===== src/rtl/servo_pkg.sv =====
// Shared defaults and angle helpers for the four-channel servo PWM generator.
// The clamp and ramp functions are shared by every channel instance.
package servo_pkg;
  localparam int ANG_W              = 8;
  localparam int CW                 = 15;
  localparam int PRESC_DEF          = 50;
  localparam int PERIODO_DEF        = 20000;
  localparam int ANCHO_MIN_DEF      = 1000;
  localparam int PASO_DEF           = 5;
  localparam int ANGULO_MAX_DEF     = 180;
  localparam int RAMPA_DEF          = 10;
  localparam int ANGULO_INICIAL_DEF = 90;

  function automatic logic [ANG_W-1:0] limitar(input logic [ANG_W-1:0] a,
                                                input logic [ANG_W-1:0] maxv);
    return (a > maxv) ? maxv : a;
  endfunction

  // Step toward the target by at most paso_max; the difference is 9-bit signed.
  function automatic logic [ANG_W-1:0] rampa(input logic [ANG_W-1:0] actual,
                                              input logic [ANG_W-1:0] objetivo,
                                              input logic [ANG_W-1:0] paso_max);
    logic signed [ANG_W:0] dif;
    logic signed [ANG_W:0] lim;
    dif = $signed({1'b0, objetivo}) - $signed({1'b0, actual});
    lim = $signed({1'b0, paso_max});
    if (dif > lim)       return actual + paso_max;
    else if (dif < -lim) return actual - paso_max;
    else                 return objetivo;
  endfunction
endpackage


===== src/rtl/canal_servo.sv =====
// One servo channel: clamp, per-period ramp, width register and the pulse
// comparator against the shared period counter.
module canal_servo
  import servo_pkg::*;
#(
  parameter int ANCHO_MIN      = ANCHO_MIN_DEF,
  parameter int PASO           = PASO_DEF,
  parameter int ANGULO_MAX     = ANGULO_MAX_DEF,
  parameter int RAMPA          = RAMPA_DEF,
  parameter int ANGULO_INICIAL = ANGULO_INICIAL_DEF
) (
  input  logic             clk,
  input  logic             rst_n,
  input  logic             frontera,
  input  logic             habilitar,
  input  logic             hab_reg,
  input  logic [ANG_W-1:0] angulo_cmd,
  input  logic [CW-1:0]    cont_periodo,
  output logic             pwm,
  output logic [ANG_W-1:0] actual
);
  logic [ANG_W-1:0] objetivo, siguiente;
  logic [15:0]      ancho, ancho_sig;

  assign objetivo  = limitar(angulo_cmd, ANG_W'(ANGULO_MAX));
  assign siguiente = habilitar ? rampa(actual, objetivo, ANG_W'(RAMPA)) : actual;
  assign ancho_sig = 16'(ANCHO_MIN) + 16'(siguiente) * 16'(PASO);

  always_ff @(posedge clk or negedge rst_n) begin
    if (!rst_n) begin
      actual <= ANG_W'(ANGULO_INICIAL);
      ancho  <= 16'(ANCHO_MIN + ANGULO_INICIAL * PASO);
      pwm    <= 1'b0;
    end else begin
      if (frontera) begin
        actual <= siguiente;
        ancho  <= ancho_sig;
      end
      pwm <= hab_reg && (16'(cont_periodo) < ancho);
    end
  end
endmodule


===== src/rtl/generador_pwm_servos.sv =====
// Four-channel hobby-servo PWM generator: shared prescaler and period counter,
// enable latched at period boundaries, one canal_servo per joint.
module generador_pwm_servos
  import servo_pkg::*;
#(
  parameter int PRESC          = PRESC_DEF,
  parameter int PERIODO        = PERIODO_DEF,
  parameter int ANCHO_MIN      = ANCHO_MIN_DEF,
  parameter int PASO           = PASO_DEF,
  parameter int ANGULO_MAX     = ANGULO_MAX_DEF,
  parameter int RAMPA          = RAMPA_DEF,
  parameter int ANGULO_INICIAL = ANGULO_INICIAL_DEF
) (
  input  logic             clk,
  input  logic             rst_n,
  input  logic             habilitar,
  input  logic [ANG_W-1:0] angulo_servo_1,
  input  logic [ANG_W-1:0] angulo_servo_2,
  input  logic [ANG_W-1:0] angulo_servo_3,
  input  logic [ANG_W-1:0] angulo_servo_4,
  output logic [3:0]       pwm_servo,
  output logic             inicio_periodo,
  output logic [31:0]      angulo_actual
);
  localparam int NUM_CANALES = 4;
  localparam int PW          = (PRESC > 1) ? $clog2(PRESC) : 1;

  logic [PW-1:0] cont_presc;
  logic [CW-1:0] cont_periodo;
  logic          tick, frontera, hab_reg;
  logic [NUM_CANALES-1:0][ANG_W-1:0] angulos, actuales;

  assign angulos        = {angulo_servo_4, angulo_servo_3, angulo_servo_2, angulo_servo_1};
  assign angulo_actual  = actuales;
  assign tick           = (cont_presc == PW'(PRESC - 1));
  assign frontera       = tick && (cont_periodo == CW'(PERIODO - 1));
  assign inicio_periodo = frontera;

  always_ff @(posedge clk or negedge rst_n) begin
    if (!rst_n) begin
      cont_presc   <= '0;
      cont_periodo <= '0;
      hab_reg      <= 1'b0;
    end else begin
      cont_presc <= tick ? '0 : cont_presc + 1'b1;
      if (frontera)  cont_periodo <= '0;
      else if (tick) cont_periodo <= cont_periodo + 1'b1;
      if (frontera)  hab_reg <= habilitar;
    end
  end

  for (genvar i = 0; i < NUM_CANALES; i++) begin : g_canal
    canal_servo #(
      .ANCHO_MIN(ANCHO_MIN), .PASO(PASO), .ANGULO_MAX(ANGULO_MAX),
      .RAMPA(RAMPA), .ANGULO_INICIAL(ANGULO_INICIAL)
    ) u_canal (
      .clk          (clk),
      .rst_n        (rst_n),
      .frontera     (frontera),
      .habilitar    (habilitar),
      .hab_reg      (hab_reg),
      .angulo_cmd   (angulos[i]),
      .cont_periodo (cont_periodo),
      .pwm          (pwm_servo[i]),
      .actual       (actuales[i])
    );
  end
endmodule


===== config.mk =====
export PLATFORM = sky130hd
export DESIGN_NAME = generador_pwm_servos
export DESIGN_NICKNAME = d
export VERILOG_FILES = /design/src/rtl/servo_pkg.sv /design/src/rtl/canal_servo.sv /design/src/rtl/generador_pwm_servos.sv
export SDC_FILE = /design/constraint.sdc
export NUM_CORES = 1
export LEC_CHECK = 0
export CORE_ASPECT_RATIO = 1.5
export CORE_MARGIN = 8
export CORE_UTILIZATION = 35
export DETAILED_ROUTE_END_ITERATION = 8
export RECOVER_POWER = 100
export SYNTH_ARGS = -nofsm -noshare
export SYNTH_HDL_FRONTEND = slang
export SYNTH_HIERARCHICAL = 1
export SYNTH_SLANG_ARGS = --single-unit

===== constraint.sdc =====
create_clock -name clk -period 6.4 [get_ports clk]
set_input_delay 1.28 -clock clk [delete_from_list [all_inputs] [get_ports clk]]
set_output_delay 1.28 -clock clk [all_outputs]
set_load 0.05 [all_outputs]

==> results of run 1 <==
-- power by group through the flow --
stage                     clock (mW)  combinational, mW  sequential (mW)
after global placement             0              0.822            0.631
after global routing           0.584               1.04            0.620
after floorplan                    0              0.474            0.631
final                          0.536              0.940            0.620
after CTS                      0.559              0.875            0.620
after detailed placement           0              0.834            0.631
-- cells in the mapped netlist, types with 9 or more instances --
master / n
o31ai_1: 12
nand2_1: 145
xor2_1: 28
a211oi_1: 16
buf_4: 12
a21oi_1: 111
o211ai_1: 28
nand2b_1: 18
dfstp_2: 36
xnor2_1: 30
o21ai_0: 72
a31oi_1: 16
clkbuf_1: 28
dfrtp_1: 62
nor2b_1: 12
ha_1: 155
buf_2: 9
nor2_1: 82
inv_1: 138
mux2i_1: 12
o21ai_1: 28
nand3_1: 24
fa_1: 16
a21o_1: 76
nor3_1: 13
o311ai_1: 12
-- critical path, delay by kind of cell --
family | cells | cell delay, ns
and+or+nand+nor | 5 | 0.75
xor gates and xnor gates | 1 | 0.13
buffers and inverters | 4 | 0.53
adders and majority gates | 5 | 1.33
AOI/OAI and AO/OA | 15 | 2.40
-- final cells by class --
cell class              instances  share of cell area, %
multi-input cells            1065                   56.2
repair buffers                362                   19.0
flip-flops and latches         98                   16.2
inverters                     138                   3.36
well taps                     410                   3.33
clock buffers                   9                   1.46
clock inverters                 7                  0.389
-- kinds of logic after synthesis --
logic type	after synthesis	synth area share (%)
AOI/OAI and AO/OA	461	29.2
muxes	25	2.53
xor gates and xnor gates	58	4.50
adders and majority gates	171	20.0
DFF	98	22.1
buffers and inverters	188	6.81
and+or+nand+nor	350	14.8
-- timing repair --
action,in CTS,in global routing
buffers inserted,15,20
resized for setup,62,145
pin swaps,57,91
setup endpoints to repair,15,16
-- path summary, 6_finish.rpt --
check / endpoint / slack [ns]
max: g_canal[3].u_canal/ancho[11] / 0.19
min: g_canal[1].u_canal/ancho[3] / 0.50
max reg2reg: g_canal[3].u_canal/ancho[11] / 0.98
min reg2reg: g_canal[1].u_canal/ancho[3] / 0.50
max in group asynchronous: g_canal[0].u_canal/ancho[9] / 1.79
min in group asynchronous: g_canal[1].u_canal/actual[7] / 2.15
-- per-layer routing --
layer  global-route usage, %  vias to the layer above  routed length (um)
met1                    17.3                     5248               12600
met3                    1.85                       71                 845
li1                        -                     5476                   -
met5                       0                        -                   0
met2                    32.6                      182               17700
met4                    6.75                        0                 971
==> metrics.cfg, run 1 <==
[synth]
synth-seq-cells = 98
synth.avg_cell_area_sq_um = 8.36
synth_edf_count = 0
syn-cell-area_sq_mm = 0.0113
synth.area.top_cells = ha_1 (17%), dfrtp_1 (14%), dfstp_2 (8.4%), a21o_1 (5.1%), a21oi_1 (4.9%)
syn-num-nets = 1557
ys_warn_count = 6
synth_cells = 1351
synth_cell_type_count = 66
ys.flop_type = dfrtp_1
synth_area_leader_cell = ha_1
async_flop_share_pct = 100
ys_seq_area_share_pct = 22.1
synth.top_cell.area_share_pct = 17.2

[timing]
fin_crit_ns = 6.21
rsz0062_at_grt = true
fmax_mhz = 161
final.setup.worst_slack_ns = 0.190
setup_tns_ns = 0
fin_skew_ns = 0.0105
finalCritPeriodShare_pct = 97.0
relSlewSlack_pct = -142
hold-worst-slack_ns = 0.502
finalSetupViolations = 0
hold_viol_final = 0
worstMarginPinSlew_ns = 3.63
drv_slew = 62

[critical_path]
crit_path_start = angulo_servo_4[2]
slowest_stage = or3_4
crit_fanout = 4
regToRegStartpoint = g_canal[3].u_canal/actual[1]
crit_type = input pin to register
cp-start-kind = input pin
r2r_cells = 23
cp_data_arrival_time_ns = 6.45
slowest_delay_ns = 0.39
crit_path_frequent_cell = a21o_1
worst_ep_required_time_ns = 6.64
crit_path_end_kind = register

[worst_hold_path]
worstHoldPathCells = 2
min_from = g_canal[1].u_canal/ancho[3]
hold_class = register to register

[final_layout]
multiInputGateArea_sq_mm = 0.00867
diodes = 0
drive_above_1_share_pct = 31.3
design_area_sq_mm = 0.0154
syn_to_final_growth_pct = 36.6
seqCellArea_sq_mm = 0.00250
largest-register = g_canal.u_canal/ancho
layout_commonest_cell = buf_4
layout_common_cells = buf_4 (282), nand2_1 (139), ha_1 (125)
n_fill_cell = 3061
nets = 1880
largest_reg_flops = 40
reg_top3 = g_canal.u_canal/ancho: 40 flops, g_canal.u_canal/actual: 32 flops, cont_periodo: 15 flops
final_cells = 2089
fin_util_pct = 48.5

[power]
power_mw = 2.10
p_sw_share_pct = 34.0
p_seq_share_pct = 29.6
power_density_mw_per_mm2 = 136
pwr-share-comb_pct = 44.8
irDropWorstVdd_mv = 0.106
p_int_mw = 1.38
p_leak_nw = 7.80
switchingPower_uw = 713
pwr-share-clk_pct = 25.6

[clock_tree]
cts_tree = yes
cts_inserted_buffers = 9
cts_max_path_buffers = 2
ctsHoldBuffers = 0
cts_root_buf = clkbuf_16
clk_latency_ns = 0.36
cts.clk_slew.worst_paths_ns = 0.07
cts_max_level = 3
cts_sinks = 98

[placement]
place_ws_ns = -0.742
gp_congestion = 0.905
hpwl_mm = 25.0
dp.cells = 2039
portBuffers = 71
placed_area_sq_mm = 0.0142

[global_routing]
grt_usage_pct = 16.6
grt_first_pass_wirelength_mm = 53.4
grt_overflow = 0
grt_pass1_vias = 11400
grt_antenna_before_repair = 0
grt_max_degree = 62

[detailed_routing]
drt_pass1_iterations = 4
ant_nets = 0
drt-initial-drc-count = 335
routed_wl_mm = 32.1
avgRoutedWirePerCell_um = 15.4
vias_per_cell = 5.25
route.detailed.drc = 0
vias = 11000

[outcome]
violations = max-capacitance violations, max-slew violations
status = complete, but fails checks

[die]
initial_utilization_pct = 35.5
rows = 80
dieArea_sq_mm = 0.0384
io_pins = 72
core-area_sq_mm = 0.0318
dieHeight_um = 236
die_w_um = 163

[flow_run]
max-cap-violations = 1

(Power assumes the default switching activity.)
==> run 2: changes to the inputs <==
--- a/config.mk
+++ b/config.mk
@@ -5,10 +5,14 @@
 export SDC_FILE = /design/constraint.sdc
 export NUM_CORES = 1
 export LEC_CHECK = 0
+export ABC_AREA = 0
+export CELL_PAD_IN_SITES_DETAIL_PLACEMENT = 0
+export CELL_PAD_IN_SITES_GLOBAL_PLACEMENT = 1
 export CORE_ASPECT_RATIO = 1.5
 export CORE_MARGIN = 8
 export CORE_UTILIZATION = 35
 export DETAILED_ROUTE_END_ITERATION = 8
+export PLACE_DENSITY_LB_ADDON = 0.1
 export RECOVER_POWER = 100
 export SYNTH_ARGS = -nofsm -noshare
 export SYNTH_HDL_FRONTEND = slang
==> metrics.cfg, run 2 (synthesized netlist as in run 1, its figures left out) <==
[power]
p_leak_nw = 7.79
power_density_mw_per_mm2 = 139
irDropWorstVdd_mv = 0.118
power_mw = 2.15

[final_layout]
drive_above_1_share_pct = 31.6
largest_reg_flops = 40
syn_to_final_growth_pct = 37.3
largest-register = g_canal.u_canal/ancho
layout_commonest_cell = buf_4
nets = 1889
layout_common_cells = buf_4 (291), nand2_1 (139), ha_1 (128)
final_cells = 2098
reg_top3 = g_canal.u_canal/ancho: 40 flops, g_canal.u_canal/actual: 32 flops, cont_periodo: 15 flops
diodes = 0

[placement]
hpwl_mm = 26.6
place_ws_ns = -0.941
gp_congestion = 0.863
dp.cells = 2046
portBuffers = 71

[detailed_routing]
drt_pass1_iterations = 4
route.detailed.drc = 0
drt-initial-drc-count = 336
ant_nets = 0
avgRoutedWirePerCell_um = 16.0
vias_per_cell = 5.14
routed_wl_mm = 33.6
vias = 10800

[die]
core-area_sq_mm = 0.0318
initial_utilization_pct = 35.5
dieArea_sq_mm = 0.0384
io_pins = 72
dieHeight_um = 236
die_w_um = 163
rows = 80

[timing]
relSlewSlack_pct = -117
hold_viol_final = 0
fin_crit_ns = 6.17
drv_slew = 54
rsz0062_at_grt = true
worstMarginPinSlew_ns = 3.25
hold-worst-slack_ns = 0.502
finalCritPeriodShare_pct = 96.4
fin_skew_ns = 0.0145
final.setup.worst_slack_ns = 0.228
setup_tns_ns = 0
finalSetupViolations = 0
fmax_mhz = 162

[critical_path]
worst_ep_required_time_ns = 6.68
crit_fanout = 4
crit_type = input pin to register
cp_data_arrival_time_ns = 6.45
crit_path_end_kind = register
cp-start-kind = input pin

[global_routing]
grt_overflow = 0
grtUsageMet3_pct = 1.99
busiest_layer = met2
grt_first_pass_wirelength_mm = 55.0
grt_antenna_before_repair = 0
grt_pass1_vias = 11200
use_met1_pct = 17.9
grt_max_degree = 56
use_met2_pct = 35.5
grt_usage_pct = 17.6

[clock_tree]
cts_tree = yes
cts_root_buf = clkbuf_16
clk_latency_ns = 0.38
cts_max_path_buffers = 2
cts_sinks = 98
cts.clk_slew.worst_paths_ns = 0.08
cts_inserted_buffers = 9
cts_max_level = 3
ctsHoldBuffers = 0

[flow_run]
max-cap-violations = 1

[outcome]
violations = max-capacitance violations, max-slew violations
status = complete, but fails checks

[worst_hold_path]
hold_class = register to register

-- run 2: cell types whose count changed in the layout (fill, tap and decap cells not counted), sizes merged --
| cell | before | now |
|---|---|---|
| dlymetal6s2s | 25 | 16 |
| dlygate4sd3 | 36 | 26 |
| clkbuf | 18 | 17 |
| clkdlybuf4s15 | 0 | 1 |
| buf | 290 | 299 |
| bufinv | 0 | 1 |
| dlygate4sd2 | 1 | 5 |
| clkdlybuf4s50 | 1 | 16 |
| clkinv | 2 | 0 |
| clkinvlp | 2 | 1 |
| inv | 141 | 143 |
-- run 2: per-layer routing --
layer	vias up	routed length, um
met5	-	0
met4	0	842
met3	49	707
met2	133	19100
met1	5117	12900
li1	5481	-
-- run 2: repair_timing --
action / CTS / global route
endpoints found under the setup margin: 16 / 16
gates cloned: 0 / 0
resized for setup: 67 / 134
pin swaps: 40 / 89
setup buffers: 20 / 17
-- run 2: report_power, final --
group          switching (mW)  total [mW]  internal, mW
combinational           0.445       0.938         0.493
clock                   0.282       0.593         0.311
sequential                  0       0.620         0.620
-- run 2: path summary, 6_finish.rpt --
kind | from | end | slack, ns | cells after the start
setup / recovery | angulo_servo_3[1] | g_canal[2].u_canal/ancho[10] | 0.23 | 28
hold / removal | g_canal[1].u_canal/ancho[3] | g_canal[1].u_canal/ancho[3] | 0.50 | 2
setup reg to reg | g_canal[0].u_canal/actual[1] | g_canal[0].u_canal/ancho[11] | 1.07 | 23
hold reg to reg | g_canal[1].u_canal/ancho[3] | g_canal[1].u_canal/ancho[3] | 0.50 | 2
max in group asynchronous | rst_n | g_canal[0].u_canal/ancho[11] | 1.88 | 2
min in group asynchronous | rst_n | cont_presc[3] | 1.98 | 1
-- run 2: area by class of cell --
| cell class | instances | area [sq um] |
|---|---|---|
| multi-input cells | 1065 | 8680 |
| well taps | 410 | 513 |
| inverters | 138 | 518 |
| flip-flops and latches | 98 | 2500 |
| fillers | 3176 | 16300 |
| clock inverters | 7 | 81.3 |
| clock buffers | 9 | 225 |
| repair buffers | 371 | 2990 |
-- run 2: stage by stage --
stage	utilization, %	instance area (sq um)
2_1_floorplan	-	11300
3_3_place_gp	44.8	14300
3_5_place_dp	44.8	14300
4_1_cts	46.8	14900
5_1_grt	48.7	15500
6_report	48.7	15500
-- run 2: worst max-delay path, cell delays in order --
cell and delay, ns:
dlygate4sd2_1 0.25, o21ai_2 0.14, a21oi_2 0.08, o21ai_1 0.13, buf_4 0.16, nor2b_4 0.16
inv_2 0.05, ha_4 0.15, buf_4 0.14, o211ai_2 0.17, a21oi_1 0.06, buf_4 0.16
o211ai_1 0.22, nand2_1 0.14, or3_4 0.39, and2_4 0.16, o221a_4 0.27, o211ai_1 0.23
ha_2 0.34, ha_1 0.28, ha_2 0.20, fa_2 0.34, a21o_1 0.19, a21o_1 0.19
a21o_1 0.20, a21oi_2 0.15, xnor2_1 0.14, a21oi_1 0.09
==> edit 1: new RTL, config.mk and constraints of run 1 <==
Register the output `pwm_servo`, cleared by the reset; this adds one clock of latency there. The other outputs are not delayed to match.
--- a/src/rtl/generador_pwm_servos.sv
+++ b/src/rtl/generador_pwm_servos.sv
@@ -24,6 +24,8 @@
 );
   localparam int NUM_CANALES = 4;
   localparam int PW          = (PRESC > 1) ? $clog2(PRESC) : 1;
+
+  logic [3:0] pwm_servo_d;
 
   logic [PW-1:0] cont_presc;
   logic [CW-1:0] cont_periodo;
@@ -61,9 +63,17 @@
       .hab_reg      (hab_reg),
       .angulo_cmd   (angulos[i]),
       .cont_periodo (cont_periodo),
-      .pwm          (pwm_servo[i]),
+      .pwm          (pwm_servo_d[i]),
       .actual       (actuales[i])
     );
   end
+  always_ff @(posedge clk or negedge rst_n) begin
+    if (!rst_n) begin
+      pwm_servo <= '0;
+    end else begin
+      pwm_servo <= pwm_servo_d;
+    end
+  end
+
 endmodule
 
Formal check against the unedited RTL: same outputs for any inputs over 10 cycles, from zero or initial values and one cycle with rst_n low; that may be too few to reach the edited logic, so the function may still have changed.
==> edit 1 against run 1 <==
  * The flow still finishes with violations (max-capacitance violations, max-slew violations)
  * Non-clock buffer count is 2 higher
  * Setup slack improved by 54 ps
  * First-iteration DRC count is 14% higher
  * Power is 4.5% higher
  * Synthesized area up 0.81%
  * Core utilization fell by 0.22 points
  * Register-to-register slack improved by 20 ps
  * Final cell count rose by 0.53%
  * Sequential cell count up 4
  * Routed wire length is 1.8% higher
  * Clock skew is 0.86 ps lower
  * Design area up 1.1%
  * Critical path type unchanged
==> edit 1: results <==
worst_hold_path:
  hold_start: "g_canal[3].u_canal/pwm"
  hold_depth: 0
  min_to: "pwm_servo[3]"
clock_tree:
  postCtsSetupBuffers: 19
  cts_made_buffers: 9
  path_clk_slew_ps: 70
  post_cts_resized: 83
  clockBufferDepth: 2
  ctsHtreeMaxLevel: 3
  cts-root-buf: "clkbuf_16"
timing:
  fmax_ghz: 0.162
  slew_viol_final: 46
  clock-skew-final_ps: 9.63
  tightestPinTransition_ps: 2680
global_routing:
  grtUsageMet1_pct: 17.3
  grt_pass1_vias: 11298
  grt_pass1_wl_um: 53400
  use_met2_pct: 32.3
  antenna_found_initial: 0
  grt_use_met3_pct: 1.89
  gr-usage-all-layers_pct: 16.5
  grt_max_degree: 72
route:
  drtPass1Iterations: 5
  viasPerCell: 5.26
  highest_layer: "met4"
  drtIter0Drc: 382
  wl_um: 32700
  routed-wl-met2_um: 18200
  wl_met1_um: 12800
  dr_wl_met3_um: 919
cells_and_area:
  fillCellCount: 3077
  nets: 1887
  drive_gt1_share_pct: 31.5
placement:
  io_buffer_count: 71
  place_area_um2: 14300
  globalplace.congestion: 0.923
  dp_hpwl_um: 24800
power_and_ir_drop:
  combinationalPowerShare_pct: 43.3
  p_leak_nw: 7.87
  ir_worst_vdd_uv: 99.1
  clkPwrFrac_pct: 27.2
  p_switching_uw: 706
  intPower_mw: 1.48
run_status:
  outcome: "finished with violations"
  violations: "max-capacitance violations, max-slew violations"
worst_setup_path:
  cp_slowest_cell: "or3_4"
  worst_r2r_endpoint: "g_canal[0].u_canal/ancho[11]"
  r2r_start: "g_canal[0].u_canal/actual[1]"
  arrival_ps: 6390
  r2r_setup_slack_ps: 1000
  max_stage_delay_ps: 360
synthesis:
  synthFlopType: "dfrtp_1"
  syn_nets: 1562
  yosysWarnings: 6
  synth_common_cells: "155 x ha_1, 141 x inv_1, 140 x nand2_1"
  yosysUniqueCellTypes: 66
  ys_top_cells_by_area: "ha_1 17%, dfrtp_1 15%, dfstp_2 8.3%, a21o_1 5.0%, a21oi_1 4.9%"
  yosysSeqAreaShare_pct: 22.8
job:
  drv_cap: 1
## edit 1: final cells by class
| cell class | instances | area [um^2] | area share, % |
|---|---|---|---|
| Multi-Input combinational cell | 1063 | 8710 | 55.8 |
| Timing Repair Buffer | 364 | 2930 | 18.8 |
| Sequential cell | 102 | 2600 | 16.7 |
| Inverter | 141 | 529 | 3.39 |
| Tap cell | 415 | 519 | 3.33 |
| Clock buffer | 10 | 229 | 1.47 |
| Clock inverter | 5 | 83.8 | 0.538 |
## edit 1: kinds of logic (layout without fill, tap and decap cells)
kind of cell,Yosys count,count (layout),synth area share (%)
flops,102,102,22.8
fa+ha+maj,171,171,19.8
compound gates,464,464,29.1
mux,25,25,2.51
buf+inv,191,520,6.85
xor+xnor,57,57,4.39
simple gates,346,346,14.5
## edit 1: through the flow
stage          TNS, ps  std cells  util [%]  hold slack (ps)  setup WS [ps]
3_5_place_dp    -10290       2049      44.2              337           -844
5_1_grt           -205       2100      48.2              367          -78.5
3_3_place_gp     -8640       2049      44.2              334           -734
2_1_floorplan        0       1356         -              331           17.6
4_1_cts              0       2083      46.4              349           1.26
6_report             0       2100      48.2              345            244
## edit 1: worst max path at each step
stage | from | to | slack (ps) | cells past startpoint
detailed placement | angulo_servo_3[0] | g_canal[2].u_canal/ancho[10] | -840 | 27
CTS | angulo_servo_2[0] | g_canal[1].u_canal/ancho[11] | 1 | 28
finish | angulo_servo_1[0] | g_canal[0].u_canal/ancho[11] | 240 | 30
global placement | angulo_servo_3[0] | g_canal[2].u_canal/ancho[10] | -730 | 27
global route | angulo_servo_2[0] | g_canal[1].u_canal/ancho[11] | -80 | 28
floorplan | angulo_servo_1[0] | g_canal[0].u_canal/ancho[11] | 20 | 26
==> edit 2: new RTL, flow settings as in run 1 <==
Made on the original files. Change the package constant `PERIODO_DEF` from 20000 to 10000.
--- a/src/rtl/servo_pkg.sv
+++ b/src/rtl/servo_pkg.sv
@@ -4,7 +4,7 @@
   localparam int ANG_W              = 8;
   localparam int CW                 = 15;
   localparam int PRESC_DEF          = 50;
-  localparam int PERIODO_DEF        = 20000;
+  localparam int PERIODO_DEF        = 10000;
   localparam int ANCHO_MIN_DEF      = 1000;
   localparam int PASO_DEF           = 5;
   localparam int ANGULO_MAX_DEF     = 180;
Check against the original RTL: no difference found for any inputs over 10 cycles, from zero or initial values and one cycle with rst_n low; that may be too few to reach the edited logic, so the function may still have changed.
==> edit 2 against run 1 <==
  * The flow still finishes with violations (max-capacitance violations, max-slew violations)
  * Routed wire length is 1.1% higher
  * Critical path depth is 2 lower
  * Design area is 0.15% higher
  * Global-route usage is 0.10 points lower
  * Final cell count hardly changed
  * Synthesized area is 0.19% lower
  * Setup slack better by 2.2 ps
  * Sequential cell count stayed put
  * Power is 2.2% higher
  * Sequential power hardly changed
  * Largest cell class unchanged
==> edit 2: results <==
cells_and_area:
  nets: 1878
  drive_gt1_share_pct: 31.0
placement:
  globalplace.congestion: 0.877
  place_ws_ps: -792
  dp.cells: 2043
timing:
  relSlewSlack_pct: -107
  slew_viol_final: 55
  fin_hold_ws_ps: 503
  clock-skew-final_ps: 6.20
global_routing:
  grt_max_degree: 75
  grt_pass1_vias: 11294
  grt_use_met3_pct: 2.39
  grt_pass1_wl_um: 52900
  gr-usage-all-layers_pct: 16.5
worst_setup_path:
  worst_r2r_endpoint: "g_canal[0].u_canal/ancho[11]"
synthesis:
  yosysUniqueCellTypes: 64
  yosysSeqAreaShare_pct: 22.2
  avgSynthCellArea_um2: 8.33
  ys_top_cells_by_area: "ha_1 17%, dfrtp_1 14%, dfstp_2 8.4%, a21o_1 5.1%, a21oi_1 5.0%"
power_and_ir_drop:
  ir_worst_vdd_uv: 111
  p_leak_nw: 7.74
worst_hold_path:
  hold_start: "g_canal[1].u_canal/ancho[5]"
run_status:
  violations: "max-capacitance violations, max-slew violations"
  outcome: "finished with violations"
job:
  drv_cap: 1
route:
  drtPass1Iterations: 5
## edit 2: cells by family (layout without fill, tap and decap cells)
family / after synthesis / count (layout) / share of synthesized area (%)
adders and majority gates: 171 / 171 / 20.0
and+or+nand+nor: 350 / 350 / 14.7
AOI/OAI and AO/OA: 463 / 463 / 29.3
DFF: 98 / 98 / 22.2
muxes: 25 / 25 / 2.50
xor gates and xnor gates: 57 / 57 / 4.43
buffers and inverters: 189 / 513 / 6.85
## edit 2: layout make-up
cell class	instances	area (um^2)
fillers	3055	16300
flip-flops and latches	98	2500
clock inverters	7	75.1
well taps	410	513
repair buffers	357	2900
multi-input cells	1066	8710
clock buffers	9	225
inverters	140	526
## edit 2: metal layers
metal | vias to the layer above | part of all wire, % | wire length, um
met1 | 5264 | 40 | 12800
met4 | 0 | 2.5 | 805
met2 | 171 | 55 | 17900
met3 | 58 | 2.8 | 911
met5 | - | 0 | 0
li1 | 5481 | - | -
## edit 2: worst min-delay path: stages (launching register included)
cell and delay, ps:
dfstp_2 360, inv_1 60, o21ai_0 80
## edit 2: timing repair
item / in CTS / in global routing
endpoints found under the setup margin: 14 / 16
resized for setup: 71 / 140
gates cloned: 0 / 0
buffers inserted: 17 / 12
pin swaps: 54 / 91
## edit 2: worst max-delay path by stage
stage                      start                            to  slack, ps  cells after the start
4_1_cts        angulo_servo_1[1]  g_canal[0].u_canal/ancho[11]         -5                     29
6_report       angulo_servo_3[1]  g_canal[2].u_canal/ancho[11]        190                     28
2_1_floorplan  angulo_servo_1[0]  g_canal[0].u_canal/ancho[11]         20                     26
5_1_grt        angulo_servo_4[6]  g_canal[3].u_canal/ancho[11]        -60                     26
3_5_place_dp   angulo_servo_1[0]  g_canal[0].u_canal/ancho[11]       -790                     28
3_3_place_gp   angulo_servo_1[0]  g_canal[0].u_canal/ancho[11]       -700                     28
## edit 2: where the power goes
group / internal [mW] / leakage (nW) / switching [mW]
clock: 0.308 / 0.151 / 0.265
sequential: 0.620 / 1.14 / 0
combinational: 0.496 / 6.45 / 0.453
total: 1.42 / 7.74 / 0.718
